File: src/rtl/clk_div_monitor.sv
// Divided-clock monitor: measures period and high time of div_in in clk cycles,
// checks them against expected values and tracks lock. Define CLK_DIV_MON_SYNC_EN
// to insert a 2-flop synchronizer on div_in for asynchronous sources.
module clk_div_monitor #(
  parameter int unsigned CNT_W      = 8,
  parameter int unsigned EXP_PERIOD = 5,
  parameter int unsigned EXP_HIGH   = 1,
  parameter int unsigned LOCK_N     = 4
) (
  input  logic             clk,
  input  logic             clr,
  input  logic             div_in,
  output logic [CNT_W-1:0] period,
  output logic [CNT_W-1:0] high_time,
  output logic             meas_valid,
  output logic             match,
  output logic             locked,
  output logic             err
);

  localparam logic [CNT_W-1:0] ExpPeriod = CNT_W'(EXP_PERIOD);
  localparam logic [CNT_W-1:0] ExpHigh   = CNT_W'(EXP_HIGH);
  localparam logic [CNT_W-1:0] CntMax    = '1;
  localparam logic [3:0]       LockN     = 4'(LOCK_N);

  typedef enum logic [0:0] {StIdle, StMeas} state_e;

  logic samp;

`ifdef CLK_DIV_MON_SYNC_EN
  logic [1:0] sync_q;

  always_ff @(posedge clk or negedge clr) begin
    if (!clr) begin
      sync_q <= '0;
    end else begin
      sync_q <= {sync_q[0], div_in};
    end
  end

  assign samp = sync_q[1];
`else
  assign samp = div_in;
`endif

  state_e           state_q, state_d;
  logic             s0_q, s1_q;
  logic [CNT_W-1:0] per_cnt_q, per_cnt_d;
  logic [CNT_W-1:0] hcnt_q, hcnt_d;
  logic             hfrz_q, hfrz_d;
  logic [CNT_W-1:0] period_q, period_d;
  logic [CNT_W-1:0] high_q, high_d;
  logic             mv_q, mv_d;
  logic             match_q, match_d;
  logic             locked_q, locked_d;
  logic             err_q, err_d;
  logic [3:0]       mcnt_q, mcnt_d;
  logic             rise;
  logic             hit;

  assign rise = s0_q & ~s1_q;
  assign hit  = (per_cnt_q == ExpPeriod) && (hcnt_q == ExpHigh);

  always_comb begin
    state_d   = state_q;
    per_cnt_d = per_cnt_q;
    hcnt_d    = hcnt_q;
    hfrz_d    = hfrz_q;
    period_d  = period_q;
    high_d    = high_q;
    mv_d      = 1'b0;
    match_d   = match_q;
    locked_d  = locked_q;
    err_d     = 1'b0;
    mcnt_d    = mcnt_q;
    unique case (state_q)
      StIdle: begin
        if (rise) begin
          state_d   = StMeas;
          per_cnt_d = CNT_W'(1);
          hcnt_d    = CNT_W'(1);
          hfrz_d    = 1'b0;
        end
      end
      StMeas: begin
        // A rise takes priority over a coincident timeout.
        if (rise) begin
          period_d  = per_cnt_q;
          high_d    = hcnt_q;
          mv_d      = 1'b1;
          match_d   = hit;
          per_cnt_d = CNT_W'(1);
          hcnt_d    = CNT_W'(1);
          hfrz_d    = 1'b0;
          if (hit) begin
            if (mcnt_q < LockN) begin
              mcnt_d = mcnt_q + 4'd1;
            end
            locked_d = (mcnt_d == LockN);
          end else begin
            err_d    = 1'b1;
            mcnt_d   = '0;
            locked_d = 1'b0;
          end
        end else if (per_cnt_q == CntMax) begin
          err_d    = 1'b1;
          mcnt_d   = '0;
          locked_d = 1'b0;
          state_d  = StIdle;
        end else begin
          per_cnt_d = per_cnt_q + CNT_W'(1);
          if (!s0_q) begin
            hfrz_d = 1'b1;
          end else if (!hfrz_q) begin
            hcnt_d = hcnt_q + CNT_W'(1);
          end
        end
      end
      default: state_d = StIdle;
    endcase
  end

  always_ff @(posedge clk or negedge clr) begin
    if (!clr) begin
      state_q   <= StIdle;
      s0_q      <= 1'b0;
      s1_q      <= 1'b0;
      per_cnt_q <= '0;
      hcnt_q    <= '0;
      hfrz_q    <= 1'b0;
      period_q  <= '0;
      high_q    <= '0;
      mv_q      <= 1'b0;
      match_q   <= 1'b0;
      locked_q  <= 1'b0;
      err_q     <= 1'b0;
      mcnt_q    <= '0;
    end else begin
      state_q   <= state_d;
      s0_q      <= samp;
      s1_q      <= s0_q;
      per_cnt_q <= per_cnt_d;
      hcnt_q    <= hcnt_d;
      hfrz_q    <= hfrz_d;
      period_q  <= period_d;
      high_q    <= high_d;
      mv_q      <= mv_d;
      match_q   <= match_d;
      locked_q  <= locked_d;
      err_q     <= err_d;
      mcnt_q    <= mcnt_d;
    end
  end

  assign period     = period_q;
  assign high_time  = high_q;
  assign meas_valid = mv_q;
  assign match      = match_q;
  assign locked     = locked_q;
  assign err        = err_q;

endmodule

File: config.mk
export PLATFORM = sky130hd
export DESIGN_NAME = clk_div_monitor
export DESIGN_NICKNAME = d
export VERILOG_FILES = /design/src/rtl/clk_div_monitor.sv
export SDC_FILE = /design/constraint.sdc
export NUM_CORES = 1
export LEC_CHECK = 0
export BUFFER_PORTS_ARGS = -buffer_cell sky130_fd_sc_hd__buf_2
export CAP_MARGIN = 15
export CORE_UTILIZATION = 51
export CTS_CLUSTER_DIAMETER = 50
export DETAILED_ROUTE_END_ITERATION = 10
export GPL_TIMING_DRIVEN = 1
export PLACE_DENSITY = 0.74
export SLEW_MARGIN = 20
export SYNTH_ARGS = -nofsm -noshare
export SYNTH_HDL_FRONTEND = slang
export SYNTH_SLANG_ARGS = --single-unit
File: constraint.sdc
create_clock -name clk -period 1.5 [get_ports clk]
set_input_delay 0.3 -clock clk [delete_from_list [all_inputs] [get_ports clk]]
set_output_delay 0.3 -clock clk [all_outputs]
set_load 0.005 [all_outputs]
Word-level counts from Yosys, hierarchy flattened
Cells that the tools add are included.
{"block": "op_classes", "add_sub_neg": 3, "n_mul": 0, "div_mod_pow": 0, "order_cmp": 1, "eq_ne": 9, "n_shift": 0, "n_mux": 33, "n_bitwise": 3, "n_reduce_logical": 7}
{"op": "two-way mux 8 bit", "count": 7}
{"op": "case mux 8 bit (2 select lines)", "count": 2}
{"op": "two-way mux 4 bit", "count": 7}
{"op": "adder 8 x 1 -> 8 bit, second input constant", "count": 2}
{"op": "two-way mux 1 bit", "count": 15}
{"op": "== test 8 x 1 -> 1 bit, second input constant", "count": 1}
{"op": "== test 8 x 3 -> 1 bit, second input constant", "count": 1}
{"op": "== test 8 bit, second input constant", "count": 1}
{"op": "!= test 3 x 2 -> 1 bit, second input constant", "count": 2}
{"op": "AND reduction 2 bit", "count": 3}
{"op": "adder 4 x 1 -> 4 bit, second input constant", "count": 1}
{"op": "== test 4 x 3 -> 1 bit, second input constant", "count": 1}
{"op": "< comparator 4 x 3 -> 1 bit, second input constant", "count": 1}
{"op": "case mux 1 bit (2 select lines)", "count": 2}
{"op": "AND reduction 4 bit", "count": 1}
{"op": "!= test 3 x 1 -> 1 bit, second input constant", "count": 1}
{"op": "!= test 3 bit, second input constant", "count": 1}
{"op": "AND reduction 3 bit", "count": 1}
{"op": "!= test 2 bit, second input constant", "count": 1}
{"op": "inverter 1 bit", "count": 2}
{"op": "nonzero test 2 bit", "count": 1}
{"op": "AND 1 bit", "count": 1}
{"op": "logical AND 1 bit", "count": 1}
{"block": "totals", "reg_bits": 44, "latch_bits": 0, "mem_bits_rw": 0, "mem_bits_ro": 0, "inputBits": 3, "out_inout_bits": 20, "elab_cells": 69, "mem_count": 0}

Depth between registers and ports, before layout
Gate-level depths: netlist of the first run.
{"block": "depth", "depth_word": 8, "depth_mapped": 6}

Least setup slack after synthesis of the first run
OpenSTA, ideal clock, no wires.
{"block": "synth_path", "path_kind": "flip-flop to flip-flop", "start": "reg per_cnt_q[0]", "end": "reg hcnt_q[4]", "setup_ps": 77, "t_arrival_ps": 1540, "slack_ps": -117, "path_stages_with_launch": 7, "path_buffers": 1, "synth_period_minus_slack_ps": 1617, "path_cell_list": "dfrtp_1 -> ha_1 -> nand4_2 -> o21ai_2 -> buf_2 -> or3_1 -> a21oi_1"}
{"block": "synth_between", "elab_chain_len": 3}
{"element": "from (decl)", "line_no": "48", "source": "logic [CNT_W-1:0] per_cnt_q, per_cnt_d;"}
{"element": "from (signal assigned)", "line_no": "142", "source": "per_cnt_q <= per_cnt_d;"}
{"element": "== test 8 bit", "line_no": "105", "source": "end else if (per_cnt_q == CntMax) begin"}
{"element": "!= test 3 bit (no source line)"}
{"element": "AND reduction 4 bit (no source line)"}
{"element": "to (signal assigned)", "line_no": "143", "source": "hcnt_q <= hcnt_d;"}
{"element": "to (decl)", "line_no": "49", "source": "logic [CNT_W-1:0] hcnt_q, hcnt_d;"}
Every way passes these cells.
A chain may end at the register's enable or synchronous reset.

Final worst setup path of the first run
{"block": "layout_path", "start": "reg hcnt_q[1]", "end": "reg mcnt_q[0]"}
{"block": "layout_between", "elab_chain_len": 4}
{"element": "== test 8 x 1 -> 1 bit", "line_no": "62", "source": "assign hit = (per_cnt_q == ExpPeriod) && (hcnt_q == ExpHigh);"}
{"element": "logical AND 1 bit", "line_no": "62"}
{"element": "two-way mux 4 bit", "line_no": "95", "source": "if (hit) begin"}
{"element": "two-way mux 4 bit", "line_no": "87", "source": "if (rise) begin"}
{"element": "to (signal assigned)", "line_no": "151", "source": "mcnt_q <= mcnt_d;"}
{"element": "to (decl)", "line_no": "57", "source": "logic [3:0] mcnt_q, mcnt_d;"}
Every way passes these cells.

==> results of run 1 <==
==> worst paths after layout <==
kind	start	endpoint	slack (ns)	cells past startpoint
setup / recovery	hcnt_q[1]	mcnt_q[0]	-0.16	7
hold / removal	div_in	s0_q	0.11	1
setup reg to reg	hcnt_q[1]	mcnt_q[0]	-0.16	7
hold reg to reg	match	match	0.48	1
max in group asynchronous	clr	hfrz_q	0.43	3
min in group asynchronous	clr	locked	0.46	2
==> through the flow <==
step                utilization  hold WS [ns]  area (µm²)  total power, mW  cells
floorplan                     -       0.00441        2040             1.86    177
global placement          0.644         0.236        2390             2.20    270
detailed placement        0.644         0.247        2390             2.25    270
CTS                       0.709         0.104        2630             3.00    287
global route              0.748        0.0940        2780             3.27    290
finish                    0.748         0.109        2780             3.11    290
==> state kept, by name, summed over array words and instances, names as in the netlist <==
name and flops:
err 1, hcnt_q 8, hfrz_q 1, high_time 8, locked 1, match 1
mcnt_q 4, meas_valid 1, per_cnt_q 8, period 8, s0_q 1, s1_q 1
state_q 1
==> power breakdown <==
group / internal, mW / total, mW / leakage [nW] / switching (mW)
Sequential: 1.36 / 1.51 / 0.571 / 0.150
Clock: 0.311 / 0.683 / 0.0371 / 0.372
Combinational: 0.503 / 0.924 / 0.749 / 0.421
==> cell families after synthesis <==
kind of cell / Yosys count / share of synthesized area
XOR/XNOR: 3 / 0.0130
multiplexers: 16 / 0.0888
buffers and inverters: 12 / 0.0261
AND/OR/NAND/NOR: 60 / 0.166
AO/OA/AOI/OAI: 37 / 0.129
flip-flops: 44 / 0.547
adder cells (fa/ha/maj): 5 / 0.0311
==> cell type report <==
type | count | area (µm²)
multi-input combinational | 121 | 1060
timing repair buffer | 65 | 462
fill | 245 | 937
inverter | 6 | 22.5
clock buffer | 6 | 72.6
sequential | 44 | 1110
tap | 48 | 60.1
==> repair_timing <==
item | in CTS | in global routing
setup endpoints to repair | 20 | 22
hold buffers | 1 | 0
resized for setup | 18 | 30
buffers inserted | 10 | 3
endpoints found under the hold margin | 16 | 0
pin swaps | 19 | 9
==> critical path: stages (launching register included) <==
cell and delay (ns):
dfrtp_1 0.40, inv_2 0.08, ha_4 0.12, nor4bb_4 0.26
nand4_1 0.23, buf_4 0.22, nor2_4 0.12, a22o_1 0.17
==> cell usage in the layout (no fill, tap or decap), drive strengths merged, types with 2 or more instances in the layout <==
cell,netlist,final
buf,4,64
dfrtp,44,44
nand2,16,16
mux2,15,15
nor2,12,12
a21oi,9,9
nand3,8,8
o21ai,7,7
clkbuf,2,6
inv,6,6
ha,5,5
or4,4,4
o211ai,3,3
a22o,3,3
o31ai,3,3
o211a,3,3
nor4b,2,2
xor2,2,2
and2b,2,2
a311o,2,2
nor3,2,2
nand4,2,2
nor4bb,2,2
or3,2,2
o21a,2,2
==> layer usage <==
| layer | GRT usage | share of wire | up-vias |
|---|---|---|---|
| met5 | 0 | 0 | - |
| li1 | - | - | 772 |
| met3 | 0.0616 | 0.046 | 14 |
| met2 | 0.448 | 0.52 | 64 |
| met1 | 0.297 | 0.40 | 844 |
| met4 | 0.0778 | 0.026 | 0 |
==> impl_metrics.json, run 1 <==
{
  "nets": 251,
  "critPathLaunchType": "register",
  "finalHoldViolations": 0,
  "dieArea_um2": 4200,
  "drv_cap": 0,
  "first_pass_iters": 4,
  "rows": 22,
  "cts_buffers": 5,
  "grt_pass1_vias": 1684,
  "dieWidth_um": 64.8,
  "holdCritPathClass": "in2reg",
  "netlist_instances": 177,
  "clock_latency_ns": 0.29,
  "fin_setup_tns_ns": -1.12,
  "drtIter0Drc": 151,
  "start_util": 0.542,
  "setup_ws_ns": -0.164,
  "synth_cell_types": 46,
  "clock_skew_ns": 0.00535,
  "crit_type": "reg2reg",
  "synth_most_common_cell": "dfrtp_1",
  "vias_per_cell": 5.84,
  "worstSetupEndpointType": "register",
  "p_leak_nw": 1.36,
  "antenna_found_initial": 0,
  "crit_fanout": 4,
  "cts.sinks": 44,
  "fmax_mhz": 601,
  "drv_slew": 0,
  "antenna_cells": 0,
  "p_per_area_nw_per_um2": 1120,
  "vias": 1694,
  "io_buffers": 22,
  "setup-violations-final": 16,
  "wirelength_um": 5040,
  "path_clk_slew_ns": 0.08,
  "finalCriticalPeriod_ns": 1.66,
  "overflow": 0,
  "synth.area.top_cells": "dfrtp_1 (55%), mux2_2 (7.8%), ha_1 (3.1%)",
  "synth_ff_type": "dfrtp_1",
  "area_growth_pct": 38.0,
  "ys_seq_elements": 44,
  "syn_area_um2": 2010,
  "cts_tree": "built",
  "drive_gt1_frac": 0.504,
  "syn_area_per_cell_um2": 11.4,
  "dp_hpwl_um": 3110,
  "netlist.area_leader.share": 0.547,
  "wl_per_cell_um": 17.4,
  "place_ws_ns": -0.101,
  "grt_setup_unrepaired": "yes",
  "worstMarginPinSlew_ns": 0.412,
  "die_h_um": 64.8,
  "async_reset_ff_frac": 1.00,
  "yosysWarningCount": 0,
  "core_um2": 3720,
  "grt_pass1_wl_um": 7940,
  "crit_arrival_ns": 1.89,
  "grtUsageTotal": 0.252,
  "min_period_over_period": 1.11,
  "synth_common_cells": "dfrtp_1 (44), nand2_1 (16), mux2_2 (14)",
  "clockBufferDepth": 2,
  "grt_max_degree": 20,
  "drc_errors": 0,
  "slew_headroom": 0.725,
  "ys_seq_area_frac": 0.547,
  "cts-root-buf": "clkbuf_8",
  "yosysTopAreaCell": "dfrtp_1",
  "place_congestion": 0.891,
  "htree_num_levels": 2,
  "antenna_left": 0,
  "synth_edf_count": 0,
  "synth_nets": 185,
  "ios": 23,
  "outcome": "finished with violations",
  "ir_worst_vdd_mv": 0.718,
  "cp.required_ns": 1.73,
  "violations": "setup timing"
}
Power figures use the tool's default switching activity.
==> run 2: changes to the inputs <==
CAP_MARGIN = default   (was 15)
CORE_UTILIZATION = 54   (was 51)
CTS_BUF_LIST = sky130_fd_sc_hd__clkbuf_4   (was default)
PLACE_DENSITY = 0.78   (was 0.74)
==> impl_metrics.json, run 2 (synthesized netlist as in run 1, its figures left out) <==
{
  "slowest_delay_ns": 0.42,
  "path_clk_slew_ns": 0.13,
  "setup-violations-final": 19,
  "postLayoutCellArea_um2": 2610,
  "fmax_mhz": 571,
  "worstSetupEndpointType": "register",
  "finalCriticalPeriod_ns": 1.75,
  "p_per_area_nw_per_um2": 1130,
  "first_pass_iters": 4,
  "finalHoldViolations": 0,
  "clockBufferDepth": 2,
  "violations": "setup timing",
  "antenna_found_initial": 0,
  "area_growth_pct": 29.4,
  "holdCritPathClass": "in2reg",
  "drive_gt1_frac": 0.444,
  "place_congestion": 0.881,
  "p_leak_nw": 1.28,
  "cp.required_ns": 1.82,
  "dieWidth_um": 63.1,
  "dieArea_um2": 3980,
  "setup_ws_ns": -0.252,
  "overflow": 0,
  "antenna_left": 0,
  "worstMarginPinSlew_ns": 0.457,
  "drv_cap": 0,
  "fin_cells": 278,
  "nets": 239,
  "layout_common_cells": "dfrtp_1 (39), buf_4 (27), buf_2 (22)",
  "cp_slowest_cell": "dfrtp_1",
  "outcome": "finished with violations",
  "vias": 1642,
  "cts.sinks": 44,
  "worstHoldPathCells": 1,
  "rows": 21,
  "vias_per_cell": 5.91,
  "slew_headroom": 0.695,
  "grtUsageTotal": 0.261,
  "worstPathCellList": "inv_2 -> ha_4 -> nor4bb_4 -> nand4_1 -> o211ai_1 -> and2_1",
  "cts-root-buf": "clkbuf_4",
  "dpl_cell_area_um2": 2370,
  "r2r_cells": 6,
  "mostFrequentLayoutCell": "dfrtp_1",
  "drv_slew": 0,
  "grt_setup_unrepaired": "yes",
  "core_um2": 3440,
  "utilization": 0.757,
  "crit_arrival_ns": 2.07,
  "htree_num_levels": 2,
  "grt_max_degree": 26,
  "min_period_over_period": 1.17,
  "ios": 23,
  "clock_skew_ns": 0.0114,
  "cts_tree": "built",
  "drtIter0Drc": 108,
  "crit_type": "reg2reg",
  "grt_pass1_vias": 1646,
  "critPathLaunchType": "register",
  "start_util": 0.585,
  "dp_hpwl_um": 3150,
  "clock_latency_ns": 0.37,
  "ir_worst_vdd_mv": 0.730,
  "wirelength_um": 4850,
  "die_h_um": 63.1,
  "crit_fanout": 3,
  "antenna_cells": 0,
  "wl_per_cell_um": 17.5,
  "dp_cells": 263,
  "io_buffers": 22,
  "grt_pass1_wl_um": 7750,
  "drc_errors": 0,
  "cts_buffers": 5
}
[run 2: what timing repair did]
action,4_1_cts,5_1_grt
setup buffers,4,2
pin swaps,15,4
gates resized for setup,18,13
setup endpoints to repair,19,35
endpoints found under the hold margin,19,0
gates cloned,0,0
hold buffers,1,0
[run 2: metrics by stage]
stage          TNS, ns  setup slack (ns)  hold slack, ns  power (mW)
2_1_floorplan  -0.0289           -0.0121         0.00441        1.86
3_3_place_gp    -0.542           -0.0689           0.268        2.20
3_5_place_dp     -1.67            -0.219           0.275        2.24
4_1_cts         -0.758            -0.134          0.0192        2.85
5_1_grt          -3.42            -0.321          0.0220        3.10
6_report         -1.89            -0.252          0.0379        2.94
[run 2: power by group]
group | switching, mW | internal (mW) | total, mW
registers | 0.173 | 1.35 | 1.53
clock network | 0.387 | 0.172 | 0.560
logic | 0.379 | 0.481 | 0.859
total | 0.939 | 2.01 | 2.94
[run 2: worst paths after layout]
kind                           start           end  slack (ns)
max                        hcnt_q[1]     mcnt_q[3]       -0.25
min                           div_in          s0_q        0.04
max reg2reg                hcnt_q[1]     mcnt_q[3]       -0.25
min reg2reg                     s0_q          s1_q        0.47
max in group asynchronous        clr  per_cnt_q[0]        0.61
min in group asynchronous        clr           err        0.39
[run 2: routing by layer]
metal	wire length, µm	share of wire	global-route usage	vias up
li1	-	-	-	755
met1	2020	0.42	0.305	813
met2	2420	0.50	0.415	58
met3	234	0.048	0.0779	16
met4	178	0.037	0.172	0
met5	0	0	0	-
[run 2: final cells by class]
cell class | instances | area [µm²]
Fill cell | 222 | 836
Clock buffer | 5 | 37.5
Clock inverter | 3 | 13.8
Sequential cell | 44 | 1110
Timing Repair Buffer | 53 | 365
Multi-Input combinational cell | 121 | 1000
Inverter | 6 | 22.5
Tap cell | 46 | 57.6
[run 2: critical path: cells and delay by family, from the launching register on]
family,cells,cell delay (ns)
adders and majority gates,1,0.13
buffers and inverters,1,0.09
DFF,1,0.42
and+or+nand+nor,3,0.69
AOI/OAI and AO/OA,1,0.37
==> run 3: changes to the inputs <==
CORE_UTILIZATION = 51   (was 54)
CTS_BUF_LIST = sky130_fd_sc_hd__clkbuf_16   (was sky130_fd_sc_hd__clkbuf_4)
CTS_CLUSTER_DIAMETER = default   (was 50)
PLACE_DENSITY = 0.74   (was 0.78)
==> impl_metrics.json, run 3 (synthesized netlist as in run 1, its figures left out) <==
{
  "outcome": "finished with violations",
  "violations": "setup timing",
  "cp.required_ns": 1.72,
  "antenna_cells": 0,
  "grt_pass1_vias": 1611,
  "cts_tree": "built",
  "finalHoldViolations": 0,
  "drc_errors": 0,
  "start_util": 0.542,
  "worstSetupEndpointType": "register",
  "core_um2": 3720,
  "slew_headroom": 0.721,
  "ios": 23,
  "r2r-end": "mcnt_q[2]",
  "clock_skew_ns": 0.00461,
  "p_per_area_nw_per_um2": 1230,
  "io_buffers": 22,
  "globalRouteMet1Util": 0.296,
  "worstHoldStart": "div_in",
  "area_growth_pct": 38.1,
  "worstHoldPathCells": 1,
  "cts.sinks": 44,
  "p_leak_nw": 1.36,
  "crit_type": "reg2reg",
  "grt_pass1_wl_um": 7730,
  "wl_per_cell_um": 17.2,
  "rows": 22,
  "use_met3": 0.0616,
  "clock_latency_ns": 0.28,
  "min_period_over_period": 1.10,
  "drv_slew": 0,
  "fin_setup_tns_ns": -0.648,
  "rrSetupSlack_ns": -0.15,
  "cts_buffers": 5,
  "fin_cells": 285,
  "overflow": 0,
  "grt_busiest_layer": "met2",
  "worstMarginPinSlew_ns": 0.419,
  "drv_cap": 0,
  "dp_hpwl_um": 3110,
  "cts-root-buf": "clkbuf_16",
  "setup-violations-final": 13,
  "htree_num_levels": 2,
  "drive_gt1_frac": 0.498,
  "r2r-start": "hcnt_q[1]",
  "dieWidth_um": 64.8,
  "crit_arrival_ns": 1.86,
  "layout_common_cells": "dfrtp_1 (40), buf_4 (32), buf_2 (22)",
  "place_congestion": 0.891,
  "utilization": 0.748,
  "vias_per_cell": 5.80,
  "vias": 1654,
  "dp_cells": 270,
  "path_clk_slew_ns": 0.06,
  "grt_setup_unrepaired": "yes",
  "drtIter0Drc": 189,
  "die_h_um": 64.8,
  "worstHoldEndpoint": "s0_q",
  "dieArea_um2": 4200,
  "grt_max_degree": 20,
  "first_pass_iters": 4,
  "fmax_mhz": 607,
  "setup_ws_ns": -0.148,
  "finalCriticalPeriod_ns": 1.65,
  "nets": 246,
  "mostFrequentLayoutCell": "dfrtp_1",
  "r2r_cells": 6,
  "holdCritPathClass": "in2reg",
  "wirelength_um": 4920,
  "grtUsageTotal": 0.245,
  "crit_fanout": 3,
  "critPathLaunchType": "register",
  "antenna_found_initial": 0,
  "grt_use_met2": 0.424,
  "clockBufferDepth": 2,
  "ir_worst_vdd_mv": 0.937,
  "antenna_left": 0
}
==> run 3: cell count changes in the layout (fill, tap and decap cells not counted), sizes merged <==
cell | previous run | this run
buf | 52 | 59
clkinv | 3 | 0
inv | 6 | 7
==> run 3: how the worst max path moves through the flow <==
| stage | startpoint | endpoint | cells past startpoint |
|---|---|---|---|
| final | hcnt_q[1] | mcnt_q[2] | 6 |
| after global routing | hcnt_q[1] | mcnt_q[2] | 6 |
| after CTS | per_cnt_q[1] | per_cnt_q[4] | 6 |
| after detailed placement | per_cnt_q[1] | per_cnt_q[4] | 6 |
| after global placement | per_cnt_q[0] | hcnt_q[4] | 6 |
| after floorplan | per_cnt_q[0] | hcnt_q[4] | 6 |
==> run 3: through the flow <==
step	power [mW]	hold slack, ns	cell area, µm²	worst slack [ns]
floorplan	1.86	0.00441	2040	-0.0121
global placement	2.20	0.236	2390	-0.0578
detailed placement	2.25	0.247	2390	-0.101
CTS	3.30	0.121	2620	-0.0802
global route	3.59	0.113	2780	-0.249
finish	3.43	0.122	2780	-0.148
==> run 3: metal layers <==
layer / vias up / part of all wire / routed length (µm)
met5: - / 0 / 0
met4: 0 / 0.021 / 104
met3: 13 / 0.040 / 195
met2: 48 / 0.51 / 2500
met1: 824 / 0.43 / 2110
li1: 769 / - / -
==> run 3: worst max-delay path, stage by stage (launching register included) <==
cell,delay [ns]
dfrtp_1,0.39
inv_2,0.08
ha_4,0.12
nor4bb_4,0.27
nand4_1,0.23
nor4b_2,0.33
o21a_1,0.16
==> run 3: what timing repair did <==
action	CTS	global route
endpoints found under the hold margin	16	0
gates cloned	0	0
gates resized for setup	12	31
setup endpoints to repair	19	37
pin swaps	14	16
hold buffers	1	0
buffers inserted	5	3
==> run 3: final cells by class <==
type	count	area [µm²]
clock buffers	5	125
clock inverters	1	3.75
fillers	250	935
inverters	6	22.5
multi-input cells	121	1050
flip-flops and latches	44	1110
well taps	48	60.1
repair buffers	60	417
==> run 3: report_power, final <==
group | total, mW | internal, mW | leakage, nW | switching, mW
Clock | 0.999 | 0.592 | 0.0669 | 0.408
Combinational | 0.925 | 0.506 | 0.723 | 0.419
Sequential | 1.51 | 1.36 | 0.571 | 0.152
Total | 3.43 | 2.46 | 1.36 | 0.979
